$ cat src/rtl/cordic_pkg.sv
// cordic_pkg: shared constants, FSM state type and gain-constant helper
// for the CORDIC gain-compensation stage.
package cordic_pkg;

  localparam int CORDIC_ITERATIONS = 16;

  // 1/K = 0.6072529350 as unsigned Q0.16 and Q0.32
  localparam logic [15:0] CORDIC_K_INV_Q16 = 16'h9B75;
  localparam logic [31:0] CORDIC_K_INV_Q32 = 32'h9B74_EDA8;

  typedef enum logic [1:0] {
    IDLE,
    WAIT,
    SCALE,
    DONE
  } state_e;

  // Gain constant as Q0.kw (1 <= kw <= 32), rounded from Q0.32
  function automatic logic [31:0] k_inv(input int kw);
    logic [32:0] t;
    if (kw == 16) return {16'h0, CORDIC_K_INV_Q16};
    t = {1'b0, CORDIC_K_INV_Q32};
    if (kw < 32) t = t + (33'd1 << (31 - kw));
    t = t >> (32 - kw);
    return t[31:0];
  endfunction

endpackage

$ cat src/rtl/cordic_gain_comp_mult.sv
// serial_const_mult: MSB-first shift-add multiply of a signed operand by
// an unsigned Q0.KW constant, one constant bit per step.
// Ports: clk, rst (sync), load (capture operand/constant, clear acc),
//   step (one shift-add), operand, k, product_d (acc after this edge >> KW).
module serial_const_mult #(
  parameter int BIT_WIDTH = 64,
  parameter int KW        = 16
) (
  input  logic                 clk,
  input  logic                 rst,
  input  logic                 load,
  input  logic                 step,
  input  logic [BIT_WIDTH-1:0] operand,
  input  logic [KW-1:0]        k,
  output logic [BIT_WIDTH-1:0] product_d
);

  localparam int AW = BIT_WIDTH + KW;

  logic [BIT_WIDTH-1:0] op_q, op_d;
  logic [KW-1:0]        k_q, k_d;
  logic [AW-1:0]        acc_q, acc_d;
  logic [AW-1:0]        op_ext;
  logic [AW-1:0]        addend;

  assign op_ext = {{KW{op_q[BIT_WIDTH-1]}}, op_q};
  // constant is shifted left each step so its MSB is the current bit
  assign addend = k_q[KW-1] ? op_ext : '0;

  always_comb begin
    op_d  = op_q;
    k_d   = k_q;
    acc_d = acc_q;
    if (load) begin
      op_d  = operand;
      k_d   = k;
      acc_d = '0;
    end else if (step) begin
      acc_d = {acc_q[AW-2:0], 1'b0} + addend;
      k_d   = k_q << 1;
    end
  end

  // upper slice = arithmetic shift right by KW (floor)
  assign product_d = acc_d[AW-1:KW];

  always_ff @(posedge clk) begin
    if (rst) begin
      op_q  <= '0;
      k_q   <= '0;
      acc_q <= '0;
    end else begin
      op_q  <= op_d;
      k_q   <= k_d;
      acc_q <= acc_d;
    end
  end

endmodule

$ cat src/rtl/cordic_gain_comp.sv
// cordic_gain_comp: waits out the CORDIC core iterations, captures x/y/z,
// scales x/y by 1/K serially and presents the result on valid/ready.
// Ports: clk, rst (sync, active-high), start, x_in/y_in/z_in (core regs),
//   busy, out_valid, out_ready, x_out/y_out (scaled), z_out (unscaled).
module cordic_gain_comp
  import cordic_pkg::*;
#(
  parameter int BIT_WIDTH  = 64,
  parameter int ITERATIONS = CORDIC_ITERATIONS,
  parameter int KW         = 16
) (
  input  logic                 clk,
  input  logic                 rst,
  input  logic                 start,
  input  logic [BIT_WIDTH-1:0] x_in,
  input  logic [BIT_WIDTH-1:0] y_in,
  input  logic [BIT_WIDTH-1:0] z_in,
  output logic                 busy,
  output logic                 out_valid,
  input  logic                 out_ready,
  output logic [BIT_WIDTH-1:0] x_out,
  output logic [BIT_WIDTH-1:0] y_out,
  output logic [BIT_WIDTH-1:0] z_out
);

  localparam logic [KW-1:0] K_CONST  = KW'(k_inv(KW));
  localparam logic [5:0]    CNT_LAST = 6'(ITERATIONS - 1);
  localparam logic [5:0]    K_LAST   = 6'(KW - 1);

  state_e               state_q, state_d;
  logic [5:0]           cnt_q, cnt_d;
  logic [5:0]           kcnt_q, kcnt_d;
  logic                 busy_q, busy_d;
  logic                 valid_q, valid_d;
  logic [BIT_WIDTH-1:0] z_cap_q, z_cap_d;
  logic [BIT_WIDTH-1:0] x_out_q, x_out_d;
  logic [BIT_WIDTH-1:0] y_out_q, y_out_d;
  logic [BIT_WIDTH-1:0] z_out_q, z_out_d;
  logic [BIT_WIDTH-1:0] x_prod_d, y_prod_d;

  logic capture;
  logic step;
  logic last_step;
  logic accept;

  // cnt reaches ITERATIONS on the capture edge
  assign capture   = (state_q == WAIT) && (cnt_q == CNT_LAST);
  assign step      = (state_q == SCALE);
  assign last_step = step && (kcnt_q == K_LAST);
  assign accept    = valid_q && out_ready;

  serial_const_mult #(
    .BIT_WIDTH(BIT_WIDTH),
    .KW       (KW)
  ) u_mult_x (
    .clk      (clk),
    .rst      (rst),
    .load     (capture),
    .step     (step),
    .operand  (x_in),
    .k        (K_CONST),
    .product_d(x_prod_d)
  );

  serial_const_mult #(
    .BIT_WIDTH(BIT_WIDTH),
    .KW       (KW)
  ) u_mult_y (
    .clk      (clk),
    .rst      (rst),
    .load     (capture),
    .step     (step),
    .operand  (y_in),
    .k        (K_CONST),
    .product_d(y_prod_d)
  );

  always_comb begin
    state_d = state_q;
    cnt_d   = cnt_q;
    kcnt_d  = kcnt_q;
    busy_d  = busy_q;
    valid_d = valid_q;
    z_cap_d = z_cap_q;
    x_out_d = x_out_q;
    y_out_d = y_out_q;
    z_out_d = z_out_q;
    unique case (state_q)
      IDLE: begin
        if (start) begin
          state_d = WAIT;
          cnt_d   = '0;
          busy_d  = 1'b1;
        end
      end
      WAIT: begin
        cnt_d = cnt_q + 6'd1;
        if (capture) begin
          state_d = SCALE;
          kcnt_d  = '0;
          z_cap_d = z_in;
        end
      end
      SCALE: begin
        kcnt_d = kcnt_q + 6'd1;
        if (last_step) begin
          state_d = DONE;
          busy_d  = 1'b0;
          valid_d = 1'b1;
          x_out_d = x_prod_d;
          y_out_d = y_prod_d;
          z_out_d = z_cap_q;
        end
      end
      DONE: begin
        if (accept) begin
          valid_d = 1'b0;
          if (start) begin
            state_d = WAIT;
            cnt_d   = '0;
            busy_d  = 1'b1;
          end else begin
            state_d = IDLE;
          end
        end
      end
      default: state_d = IDLE;
    endcase
  end

  always_ff @(posedge clk) begin
    if (rst) begin
      state_q <= IDLE;
      cnt_q   <= '0;
      kcnt_q  <= '0;
      busy_q  <= 1'b0;
      valid_q <= 1'b0;
      z_cap_q <= '0;
      x_out_q <= '0;
      y_out_q <= '0;
      z_out_q <= '0;
    end else begin
      state_q <= state_d;
      cnt_q   <= cnt_d;
      kcnt_q  <= kcnt_d;
      busy_q  <= busy_d;
      valid_q <= valid_d;
      z_cap_q <= z_cap_d;
      x_out_q <= x_out_d;
      y_out_q <= y_out_d;
      z_out_q <= z_out_d;
    end
  end

  assign busy      = busy_q;
  assign out_valid = valid_q;
  assign x_out     = x_out_q;
  assign y_out     = y_out_q;
  assign z_out     = z_out_q;

endmodule
$ cat config.mk
export PLATFORM = sky130hd
export DESIGN_NAME = cordic_gain_comp
export DESIGN_NICKNAME = d
export VERILOG_FILES = /design/src/rtl/cordic_pkg.sv /design/src/rtl/cordic_gain_comp_mult.sv /design/src/rtl/cordic_gain_comp.sv
export SDC_FILE = /design/constraint.sdc
export NUM_CORES = 1
export LEC_CHECK = 0
export BUFFER_PORTS_ARGS = -buffer_cell sky130_fd_sc_hd__buf_4
export CAP_MARGIN = 20
export CELL_PAD_IN_SITES_DETAIL_PLACEMENT = 1
export CELL_PAD_IN_SITES_GLOBAL_PLACEMENT = 1
export CORE_MARGIN = 10
export CORE_UTILIZATION = 45
export DETAILED_ROUTE_END_ITERATION = 8
export PLACE_DENSITY = 0.94
export SLEW_MARGIN = 20
export SYNTH_ARGS = -nofsm -noshare
export SYNTH_HDL_FRONTEND = slang
export SYNTH_SLANG_ARGS = --single-unit
$ cat constraint.sdc
create_clock -name clk -period 10.4 [get_ports clk]
set_clock_uncertainty 0.15 [all_clocks]
set_input_delay 1.56 -clock clk [delete_from_list [all_inputs] [get_ports clk]]
set_output_delay 1.56 -clock clk [all_outputs]
set_load 0.1 [all_outputs]
==> results of run 1 <==
## per-layer routing
layer,GRT usage [%],up-vias
met5,0,-
met4,11.1,2
met3,7.23,269
met2,48.1,1024
met1,32.2,14600
li1,-,13700
## cell type report
type                            instances  share of cell area [%]
Sequential cell                       574                    32.1
Clock buffer                           91                    5.10
Clock inverter                         28                    1.12
Tap cell                              864                    3.02
Timing Repair Buffer                  412                    8.73
Multi-Input combinational cell       2915                    49.3
Inverter                               58                   0.609
## cell families (layout without fill, tap and decap cells)
| family | Yosys count | in the layout | share of synthesized area, % |
|---|---|---|---|
| DFF | 574 | 574 | 38.0 |
| and+or+nand+nor | 1425 | 1425 | 20.7 |
| xor gates and xnor gates | 152 | 152 | 4.40 |
| buffers and inverters | 314 | 589 | 3.98 |
| adders and majority gates | 165 | 165 | 6.88 |
| AOI/OAI and AO/OA | 1050 | 1050 | 21.9 |
| muxes | 123 | 123 | 4.12 |
## through the flow
step                cells  utilization, %  hold slack (ns)  total power, mW
floorplan            3803               -            0.282             2.56
global placement     4822            50.6            0.286             2.71
detailed placement   4822            50.6            0.294             2.71
CTS                  4941            54.0            0.303             5.14
global route         4942            54.0            0.322             5.25
finish               4942            54.0            0.296             5.11
## path summary, 6_finish.rpt
| path | from | end |
|---|---|---|
| worst min register to register | z_cap_q[34] | z_out[34] |
| worst max-delay path | u_mult_x.k_q[15] | u_mult_x.acc_q[65] |
| worst min-delay path | z_cap_q[34] | z_out[34] |
| worst max register to register | u_mult_x.k_q[15] | u_mult_x.acc_q[65] |
## worst min-delay path, stage by stage, from the launching register on
cell and delay [ns]:
dfxtp_1 0.31, nand2_1 0.06, a21oi_1 0.06
## state kept, by name, summed over array words and instances, names as in the netlist
name	cells
kcnt_q	6
u_mult_y.acc_q	79
u_mult_x.op_q	64
u_mult_x.k_q	16
x_out	64
y_out	64
busy	1
out_valid	1
u_mult_y.op_q	64
z_out	64
u_mult_x.acc_q	79
cnt_q	6
z_cap_q	64
state_q	2
## power by group through the flow
stage | clock [mW] | sequential (mW) | combinational, mW
2_1_floorplan | 0 | 2.28 | 0.280
3_3_place_gp | 0 | 2.27 | 0.434
3_5_place_dp | 0 | 2.27 | 0.440
4_1_cts | 2.47 | 2.22 | 0.446
5_1_grt | 2.54 | 2.22 | 0.480
6_report | 2.43 | 2.22 | 0.454
## cell usage in the layout (no fill, tap or decap), types with 58 or more instances in the layout
cell	synthesis	routed
a21o_1	93	93
a21oi_1	514	514
a22o_1	89	89
and2_1	132	132
buf_4	0	410
clkbuf_16	0	66
dfxtp_1	574	573
ha_1	163	162
mux2i_1	112	112
nand2_1	734	733
nand3_1	58	58
nand4_1	64	64
nor2_1	299	293
o21ai_0	93	93
xnor2_1	98	98
==> results by group, run 1 <==
Run status
  • Status: completed

Layout
  • Filler cells: 7962
  • Design Area, Final: 35800 um2
  • Area grow syn2layout: 18.3%
  • Fraction of layout cells with a size suffix above 1: 14.1%
  • Multi-input logic area: 17600 um2
  • Nets: 4388
  • Reg area: 11500 um2
  • # diodes: 0

Detailed routing
  • Top routing layer in use: met5
  • Routed vias/inst: 5.98
  • Initial DRC count: 1921
  • WL final: 113 mm
  • Met3 Wirelength: 8.65 mm
  • Post-route DRC: 0
  • Via count: 29500
  • Drt pass-1 iters: 5
  • Met2 WL: 54.5 mm
  • Post-route ant nets: 0
  • Wl on met1: 45.5 mm
  • WL/cell: 22.8 um

Worst setup path
  • Crit Path Class: reg2reg
  • Critical path arrival: 5.71 ns
  • Startpoint Class: flip-flop
  • CP max stage cell: buf_4
  • R2R setup slack: 5.10 ns
  • R2R cell count: 16
  • Worst path max stage delay: 0.69 ns
  • Crit end category: flip-flop
  • Buf/Inv on CP: 2
  • CP Depth: 16
  • Critical path's top delay family: compound AO/OA/AOI/OAI gates
  • CP Cell Sequence: buf_4, and2_1, ha_1, inv_1, fa_1, and2b_1, o31a_1, o211ai_2, nor3_2, o31ai_1, a2111o_1, a211oi_2, o21ai_1, o21bai_1, xor2_1, a22o_1
  • CP max FO: 72
  • CP Data Required Time: 10.81 ns

Timing
  • Max-slew violations: 0
  • Slew margin rel.: 24.6%
  • Fin Setup TNS: 0 ns
  • Setup ws final: 5.10 ns
  • Tightest Pin Transition: 1.13 ns
  • Hold Vio Cnt, Final: 0
  • RSZ-0062 raised after global routing: false
  • Endpoints failing setup: 0
  • Fmax: 189 MHz
  • Minimum clock period: 5.30 ns
  • Period utilisation layout: 51.0%

Clock network
  • Worst-path clk slew: 0.06 ns
  • Post CTS Setup Buffer Count: 0
  • # hold bufs at CTS: 0
  • H-tree depth: 3
  • CTS sink cnt: 574
  • Latest clock arrival within the worst-skew pair: 0.63 ns
  • Clk buf depth: 3
  • CTS tree: done
  • CTS buffer count: 66
  • Post-cts resize count: 0
  • CTS root buffer: clkbuf_16

Synth
  • Top-area cell type share of the netlist area: 38.0%
  • Avg Cell Area, Syn: 7.95 um2
  • Top cells by area, synth: dfxtp_1, nand2_1, a21oi_1
  • Syn nets: 4164
  • Post-synth top area cell: dfxtp_1
  • Yosys reg bits: 574
  • Synth warnings: 0
  • Synth unique cells: 90
  • Number of flops mapped to enable cells by yosys: 0
  • Sequential-to-total area share from yosys stat: 38.0%
  • Top-count cell post-synth: nand2_1
  • Syn Inst Count: 3803
  • Dominant synthesized flop cell: dfxtp_1
  • Top cells by count, synth: nand2_1, dfxtp_1, a21oi_1, nor2_1, clkbuf_1
  • Syn Std Cell Area: 30200 um2
  • Ys async rst share: 0%

Placed design
  • Area post-placement: 33500 um2
  • Post-Place Worst Slack: 5.24 ns
  • Port bufs: 389
  • Hpwl dp: 75.8 mm
  • RePlAce Congestion: 0.927

Global route
  • Total gr overflow: 0
  • Vias in the first global route: 31600
  • Overall Global Routing Usage: 27.7%
  • Largest net degree at the start of global routing: 137
  • First-pass GRT wire length: 176 mm
  • Initial antenna violation count: 1

Hold path
  • Hold crit path type: reg2reg
  • Worst Hold Depth: 2

Power
  • Seq pwr share: 43.5%
  • Leakage: 14.7 nW
  • PwrDens: 143 nW/um2
  • NetSw: 1.33 mW
  • Switching share of power: 26.0%
  • Power share of the clock group: 47.6%
  • Peak supply drop: 0.115 mV
  • Comb power frac: 8.9%
  • P_int: 3.78 mW

Die
  • Die span in y: 279 um
  • Die Area: 78000 um2
  • Num ports: 390
  • Die Wd: 279 um
  • Row cnt: 94
  • CORE AREA: 66200 um2
  • Initial Util: 45.7%

Job
  • Max Cap Viol: 0
No activity file was read; power rests on OpenSTA's default activity.
==> run 2, diff against run 1 <==
--- a/config.mk
+++ b/config.mk
@@ -10,9 +10,9 @@
 export CELL_PAD_IN_SITES_DETAIL_PLACEMENT = 1
 export CELL_PAD_IN_SITES_GLOBAL_PLACEMENT = 1
 export CORE_MARGIN = 10
-export CORE_UTILIZATION = 45
+export CORE_UTILIZATION = 39
 export DETAILED_ROUTE_END_ITERATION = 8
-export PLACE_DENSITY = 0.94
+export PLACE_DENSITY = 0.87
 export SLEW_MARGIN = 20
 export SYNTH_ARGS = -nofsm -noshare
 export SYNTH_HDL_FRONTEND = slang
==> constraint.sdc (replaced) <==
create_clock -name clk -period 4.5 [get_ports clk]
set_clock_uncertainty 0.15 [all_clocks]
set_input_delay 0.675 -clock clk [delete_from_list [all_inputs] [get_ports clk]]
set_output_delay 0.675 -clock clk [all_outputs]
set_load 0.1 [all_outputs]
==> run 2 against run 1 <==
Compared with the run above:
- sequential share of layout area is 0.48 points lower
- final cell count is 3.9% higher
- critical path type unchanged
- clock power is 140% higher
==> results by group, run 2 (synthesis gave the netlist of run 1 again) <==
Timing
  • RSZ-0062 raised after global routing: false
  • Fmax: 241 MHz (+28%)
  • Hold Slack: 0.158 ns (-0.138 ns)
  • Endpoints failing setup: 0 (unchanged)
  • Tightest Pin Transition: 1.03 ns (-0.102 ns)
  • Minimum clock period: 4.15 ns (-1.15 ns)
  • Hold Vio Cnt, Final: 0 (unchanged)
  • Max-slew violations: 0 (unchanged)
  • Period utilisation layout: 92.3% (+41 points)
  • Setup ws final: 0.347 ns (-4.75 ns)
  • Fin Setup TNS: 0 ns (unchanged)
  • Slew margin rel.: 31.4% (+6.8 points)

Worst setup path
  • Crit end category: flip-flop
  • Worst path max stage delay: 0.41 ns (-0.28 ns)
  • Startpoint Class: flip-flop
  • Critical path's top delay family: compound AO/OA/AOI/OAI gates
  • CP Cell Sequence: buf_12, and2_1, ha_1, nor2b_1, o31a_1, o31ai_2, nand2_1, a21oi_1, a21oi_2, a31oi_2, o21ai_0, a21oi_1, mux2i_1, o21ai_0
  • Buf/Inv on CP: 1 (-1)
  • CP Data Required Time: 4.80 ns (-6.01 ns)
  • CP max FO: 62 (-14%)
  • CP max stage cell: dfxtp_4
  • Crit Path Class: reg2reg
  • Critical path arrival: 4.46 ns (-1.25 ns)

Power
  • PwrDens: 331 nW/um2 (+130%)
  • Peak supply drop: 0.260 mV (+130%)
  • Switching share of power: 25.1% (-0.85 points)
  • Seq pwr share: 42.7% (-0.8 points)
  • NetSw: 3.02 mW (+130%)
  • Power share of the clock group: 48.5% (+0.9 points)
  • Leakage: 14.9 nW (+0.91%)
  • Comb power frac: 8.7% (-0.2 points)
  • P_int: 9.01 mW (+140%)
  • Power Total: 12.0 mW (+140%)

Placed design
  • Area post-placement: 33900 um2 (+1.2%)
  • Hpwl dp: 75.6 mm (-0.25%)
  • Post-Place Worst Slack: 0.421 ns (-4.82 ns)
  • Placed cells: 5009 (+3.9%)
  • Port bufs: 389 (unchanged)
  • RePlAce Congestion: 0.942 (+1.6%)

Global route
  • Total gr overflow: 0 (unchanged)
  • Overall Global Routing Usage: 22.9% (-4.8 points)
  • Initial antenna violation count: 6 (+5)
  • First-pass GRT wire length: 167 mm (-4.9%)
  • Vias in the first global route: 30200 (-4.5%)
  • Largest net degree at the start of global routing: 143 (+4.4%)

Die
  • Die span in y: 298 um (+6.9%)
  • Die Area: 89100 um2 (+14%)
  • Initial Util: 39.2% (-6.5 points)
  • Die Wd: 298 um (+6.9%)
  • CORE AREA: 77200 um2 (+17%)
  • Row cnt: 102 (+8.5%)
  • Num ports: 390 (unchanged)

Clock network
  • Worst-path clk slew: 0.06 ns (about the same)
  • H-tree depth: 3 (unchanged)
  • Post-cts resize count: 0 (unchanged)
  • CTS sink cnt: 574 (unchanged)
  • Latest clock arrival within the worst-skew pair: 0.61 ns (-0.02 ns)
  • # hold bufs at CTS: 0 (unchanged)
  • Post CTS Setup Buffer Count: 0 (unchanged)
  • CTS buffer count: 69 (+4.5%)
  • CTS root buffer: clkbuf_16
  • Clk buf depth: 3 (unchanged)
  • CTS tree: done

Layout
  • # diodes: 0 (unchanged)
  • Nets: 4402 (+0.32%)
  • Leading cell types in the layout, fill and taps excluded: nand2_1, dfxtp_1, a21oi_1
  • Filler cells: 9294 (+17%)
  • Fraction of layout cells with a size suffix above 1: 14.6% (+0.48 points)
  • Area grow syn2layout: 20.1%
  • Fin util: 47.0% (-7.0 points)
  • Largest regs: u_mult_x.acc_q x79, u_mult_y.acc_q x79
  • Cell Count, Final, Fillers Out: 5136 (+3.9%)
  • Design Area, Final: 36300 um2 (+1.5%)
  • Reg area: 11500 um2 (unchanged)
  • Commonest non-fill, non-tap cell in the layout: nand2_1
  • Multi-input logic area: 17600 um2 (about the same)

Detailed routing
  • Initial DRC count: 1647 (-14%)
  • WL final: 106 mm (-5.6%)
  • Post-route DRC: 0 (unchanged)
  • Post-route ant nets: 0 (unchanged)
  • Drt pass-1 iters: 5 (unchanged)
  • Via count: 28600 (-3.3%)
  • WL/cell: 20.7 um (-9.1%)
  • Routed vias/inst: 5.56 (-7.0%)

Hold path
  • Hold crit path type: in2reg

Run status
  • Status: completed

Job
  • Max Cap Viol: 0 (unchanged)
-- run 2: changes by cell type in the layout (fill, tap and decap cells not counted), sizes merged --
cell,previous run,this run
buf,412,423
clkinvlp,0,9
clkinv,21,16
clkbuf,91,93
bufinv,6,7
-- run 2: final cells by class --
| type | instances | area share [%] |
|---|---|---|
| Clock buffer | 93 | 5.43 |
| Timing Repair Buffer | 423 | 9.08 |
| Multi-Input combinational cell | 2915 | 48.5 |
| Sequential cell | 574 | 31.7 |
| Inverter | 58 | 0.600 |
| Tap cell | 1040 | 3.58 |
| Clock inverter | 33 | 1.12 |
-- run 2: metal layers --
layer  GRT usage [%]  share of wire, %
met1            27.6                42
met2            38.6                47
met3            6.19               7.3
met4            8.37               3.4
met5               0                 0
-- run 2: path summary, 6_finish.rpt --
kind	startpoint	endpoint	slack, ns	cells after the start
max reg2reg	u_mult_x.k_q[15]	u_mult_y.acc_q[69]	0.35	14
max	u_mult_x.k_q[15]	u_mult_y.acc_q[69]	0.35	14
min reg2reg	z_cap_q[20]	z_out[20]	0.30	2
min	x_in[53]	u_mult_x.op_q[53]	0.16	3
-- run 2: power groups by stage --
stage          Clock [mW]  Sequential (mW)  Combinational [mW]
2_1_floorplan           0             5.26               0.646
3_3_place_gp            0             5.25                1.02
3_5_place_dp            0             5.25                1.04
4_1_cts              5.96             5.14                1.05
5_1_grt              6.17             5.14                1.11
6_report             5.84             5.14                1.05
-- run 2: worst min-delay path: stages --
cell	delay [ns]
buf_4	0.11
nand2_1	0.05
a21oi_1	0.05
==> run 3, diff against run 2 <==
--- a/config.mk
+++ b/config.mk
@@ -5,14 +5,15 @@
 export SDC_FILE = /design/constraint.sdc
 export NUM_CORES = 1
 export LEC_CHECK = 0
+export ABC_AREA = 1
 export BUFFER_PORTS_ARGS = -buffer_cell sky130_fd_sc_hd__buf_4
 export CAP_MARGIN = 20
 export CELL_PAD_IN_SITES_DETAIL_PLACEMENT = 1
 export CELL_PAD_IN_SITES_GLOBAL_PLACEMENT = 1
 export CORE_MARGIN = 10
-export CORE_UTILIZATION = 39
+export CORE_UTILIZATION = 38
 export DETAILED_ROUTE_END_ITERATION = 8
-export PLACE_DENSITY = 0.87
+export PLACE_DENSITY = 0.89
 export SLEW_MARGIN = 20
 export SYNTH_ARGS = -nofsm -noshare
 export SYNTH_HDL_FRONTEND = slang
==> run 3 against run 2 <==
Compared with the run above:
- sequential share of layout area down 4.5 points
- utilization down 2.3 points
- non-clock buffer count down 7
- clock-buffer cell count down 1
- power up 30%
- critical endpoint is now x_out[56]
- largest cell class unchanged
- largest power group is now registers
==> results by group, run 3 <==
Global route
  • First-pass GRT wire length: 226 mm (+35%)
  • Largest net degree at the start of global routing: 193 (+35%)
  • Overall Global Routing Usage: 26.0% (+3.1 points)
  • Initial antenna violation count: 0 (-6)
  • Vias in the first global route: 40300 (+34%)
  • Total gr overflow: 0 (unchanged)

Worst setup path
  • CP Data Required Time: 4.86 ns (+0.06 ns)
  • CP max FO: 25 (-60%)
  • Critical path arrival: 4.55 ns (+0.09 ns)
  • Startpoint Class: flip-flop
  • Crit end category: flip-flop
  • Crit Path Class: reg2reg

Detailed routing
  • Initial DRC count: 2449 (+49%)
  • Via count: 38900 (+36%)
  • Wl on met1: 67.4 mm (+50%)
  • Top routing layer in use: met4
  • WL/cell: 19.2 um (-7.4%)
  • Met2 WL: 66.0 mm (+32%)
  • WL final: 146 mm (+37%)
  • Post-route ant nets: 0 (unchanged)
  • Routed vias/inst: 5.12 (-7.9%)
  • Drt pass-1 iters: 6 (+1)
  • Met3 Wirelength: 9.17 mm (+17%)
  • Post-route DRC: 0 (unchanged)

Timing
  • Tightest Pin Transition: 0.985 ns (-0.0417 ns)
  • Endpoints failing setup: 0 (unchanged)
  • Max-slew violations: 0 (unchanged)
  • Minimum clock period: 4.18 ns (+0.0319 ns)
  • Hold Vio Cnt, Final: 0 (unchanged)
  • RSZ-0062 raised after global routing: false
  • Period utilisation layout: 93.0% (+0.71 points)
  • Slew margin rel.: 34.3% (+2.9 points)
  • Fmax: 239 MHz (-0.76%)
  • Fin Setup TNS: 0 ns (unchanged)

Synth
  • Yosys reg bits: 576 (+0.35%)
  • Synth unique cells: 42 (-53%)
  • Syn nets: 6382 (+53%)
  • Top-count cell post-synth: nand2_1
  • Sequential-to-total area share from yosys stat: 31.8% (-6.2 points)
  • Syn Std Cell Area: 36200 um2 (+20%)
  • Syn Inst Count: 6021 (+58%)
  • Top cells by area, synth: dfxtp_1, nand2_1, inv_1
  • Post-synth top area cell: dfxtp_1
  • Top-area cell type share of the netlist area: 31.8% (-6.2 points)
  • Ys async rst share: 0% (unchanged)
  • Top cells by count, synth: nand2_1, inv_1, nor2_1, dfxtp_1, o21ai_0
  • Number of flops mapped to enable cells by yosys: 0 (unchanged)
  • Synth warnings: 0 (unchanged)
  • Dominant synthesized flop cell: dfxtp_1
  • Avg Cell Area, Syn: 6.02 um2 (-24%)

Power
  • Comb power frac: 26.7% (+18 points)
  • Leakage: 23.1 nW (+55%)
  • Power share of the clock group: 35.1% (-13 points)
  • PwrDens: 370 nW/um2 (+12%)
  • Peak supply drop: 0.352 mV (+35%)
  • Switching share of power: 35.1% (+10 points)
  • Seq pwr share: 38.2% (-4.5 points)
  • P_int: 10.2 mW (+13%)
  • NetSw: 5.51 mW (+82%)

Die
  • Num ports: 390 (unchanged)
  • CORE AREA: 94900 um2 (+23%)
  • Die span in y: 329 um (+10%)
  • Row cnt: 113 (+11%)
  • Initial Util: 38.2% (-0.96 points)
  • Die Area: 108000 um2 (+21%)
  • Die Wd: 329 um (+10%)

Job
  • Max Cap Viol: 0 (unchanged)

Placed design
  • Port bufs: 389 (unchanged)
  • RePlAce Congestion: 1.01 (+7.0%)
  • Hpwl dp: 112 mm (+48%)
  • Area post-placement: 40200 um2 (+19%)

Clock network
  • Post CTS Setup Buffer Count: 0 (unchanged)
  • CTS buffer count: 69 (unchanged)
  • Latest clock arrival within the worst-skew pair: 0.64 ns (+0.03 ns)
  • CTS sink cnt: 576 (+0.35%)
  • # hold bufs at CTS: 0 (unchanged)
  • CTS root buffer: clkbuf_16
  • Post-cts resize count: 0 (unchanged)
  • Worst-path clk slew: 0.06 ns (about the same)
  • Clk buf depth: 3 (unchanged)
  • H-tree depth: 3 (unchanged)
  • CTS tree: done

Layout
  • Fraction of layout cells with a size suffix above 1: 11.0% (-3.6 points)
  • Area grow syn2layout: 17.0%
  • # diodes: 0 (unchanged)
  • Leading cell types in the layout, fill and taps excluded: nand2_1, inv_1, nor2_1
  • Commonest non-fill, non-tap cell in the layout: nand2_1
  • Largest regs: u_mult_x.acc_q x80, u_mult_y.acc_q x80
  • Design Area, Final: 42400 um2 (+17%)
  • Nets: 6654 (+51%)

Hold path
  • Hold crit path type: in2reg

Run status
  • Status: completed
==> run 3: changes by cell type after synthesis, moves of 157 or more <==
cell / change
inv_1: +922
nand2_1: +878
nor2_1: +664
nand3_1: +157
o21ai_0: +469
a21oi_1: -203
==> run 3: critical path, stage by stage, from the launching register on <==
cell	delay (ns)
dfxtp_4	0.56
buf_4	0.38
nand2_1	0.14
inv_1	0.47
ha_1	0.37
nand2_1	0.14
nor2_1	0.26
nand2_1	0.27
nor3_2	0.40
nand3_1	0.36
nand4_1	0.22
nand3_1	0.11
nand2_1	0.14
a21oi_2	0.06
==> run 3: routing by layer <==
metal	track usage, %	vias up
met5	0	-
met4	6.43	0
met3	5.24	201
met2	42.7	897
met1	34.5	18800
li1	-	19100
==> run 3: kinds of logic after synthesis <==
group	share of synthesized area (%)
fa+ha+maj	5.74
simple gates	33.6
xor+xnor	1.64
buf+inv	12.8
flops	31.8
compound gates	14.5
==> run 3: per-stage QoR <==
stage               hold WS (ns)  power, mW  util, %  cells  setup WS [ns]
global route              0.0716       16.5     44.7   7607          0.119
global placement           0.299       10.0     42.4   7487          0.424
floorplan                  0.291       8.90        -   6021           1.30
CTS                       0.0576       15.8     44.7   7607          0.386
finish                    0.0972       15.7     44.7   7607          0.315
detailed placement         0.311       10.2     42.4   7487          0.438
==> run 3: area by class of cell <==
cell class	count	area, um2
flip-flops and latches	576	11500
repair buffers	416	3210
inverters	1009	3800
fillers	12900	52500
clock inverters	28	256
well taps	1265	1580
clock buffers	92	1910
multi-input cells	4221	20100
==> run 3: worst paths after layout <==
path	slack, ns	from	to	cells past startpoint
max	0.32	u_mult_x.k_q[15]	x_out[56]	13
min	0.1	y_in[30]	u_mult_y.op_q[30]	3
max reg2reg	0.32	u_mult_x.k_q[15]	x_out[56]	13
min reg2reg	0.32	u_mult_x.k_q[10]	u_mult_x.k_q[10]	2
==> run 3: power groups by stage <==
stage	logic, mW	clock network (mW)	registers [mW]
floorplan	2.94	0	5.96
global placement	3.96	0	6.06
detailed placement	4.14	0	6.08
CTS	4.20	5.61	5.98
global route	4.69	5.81	6.04
finish	4.20	5.50	5.99
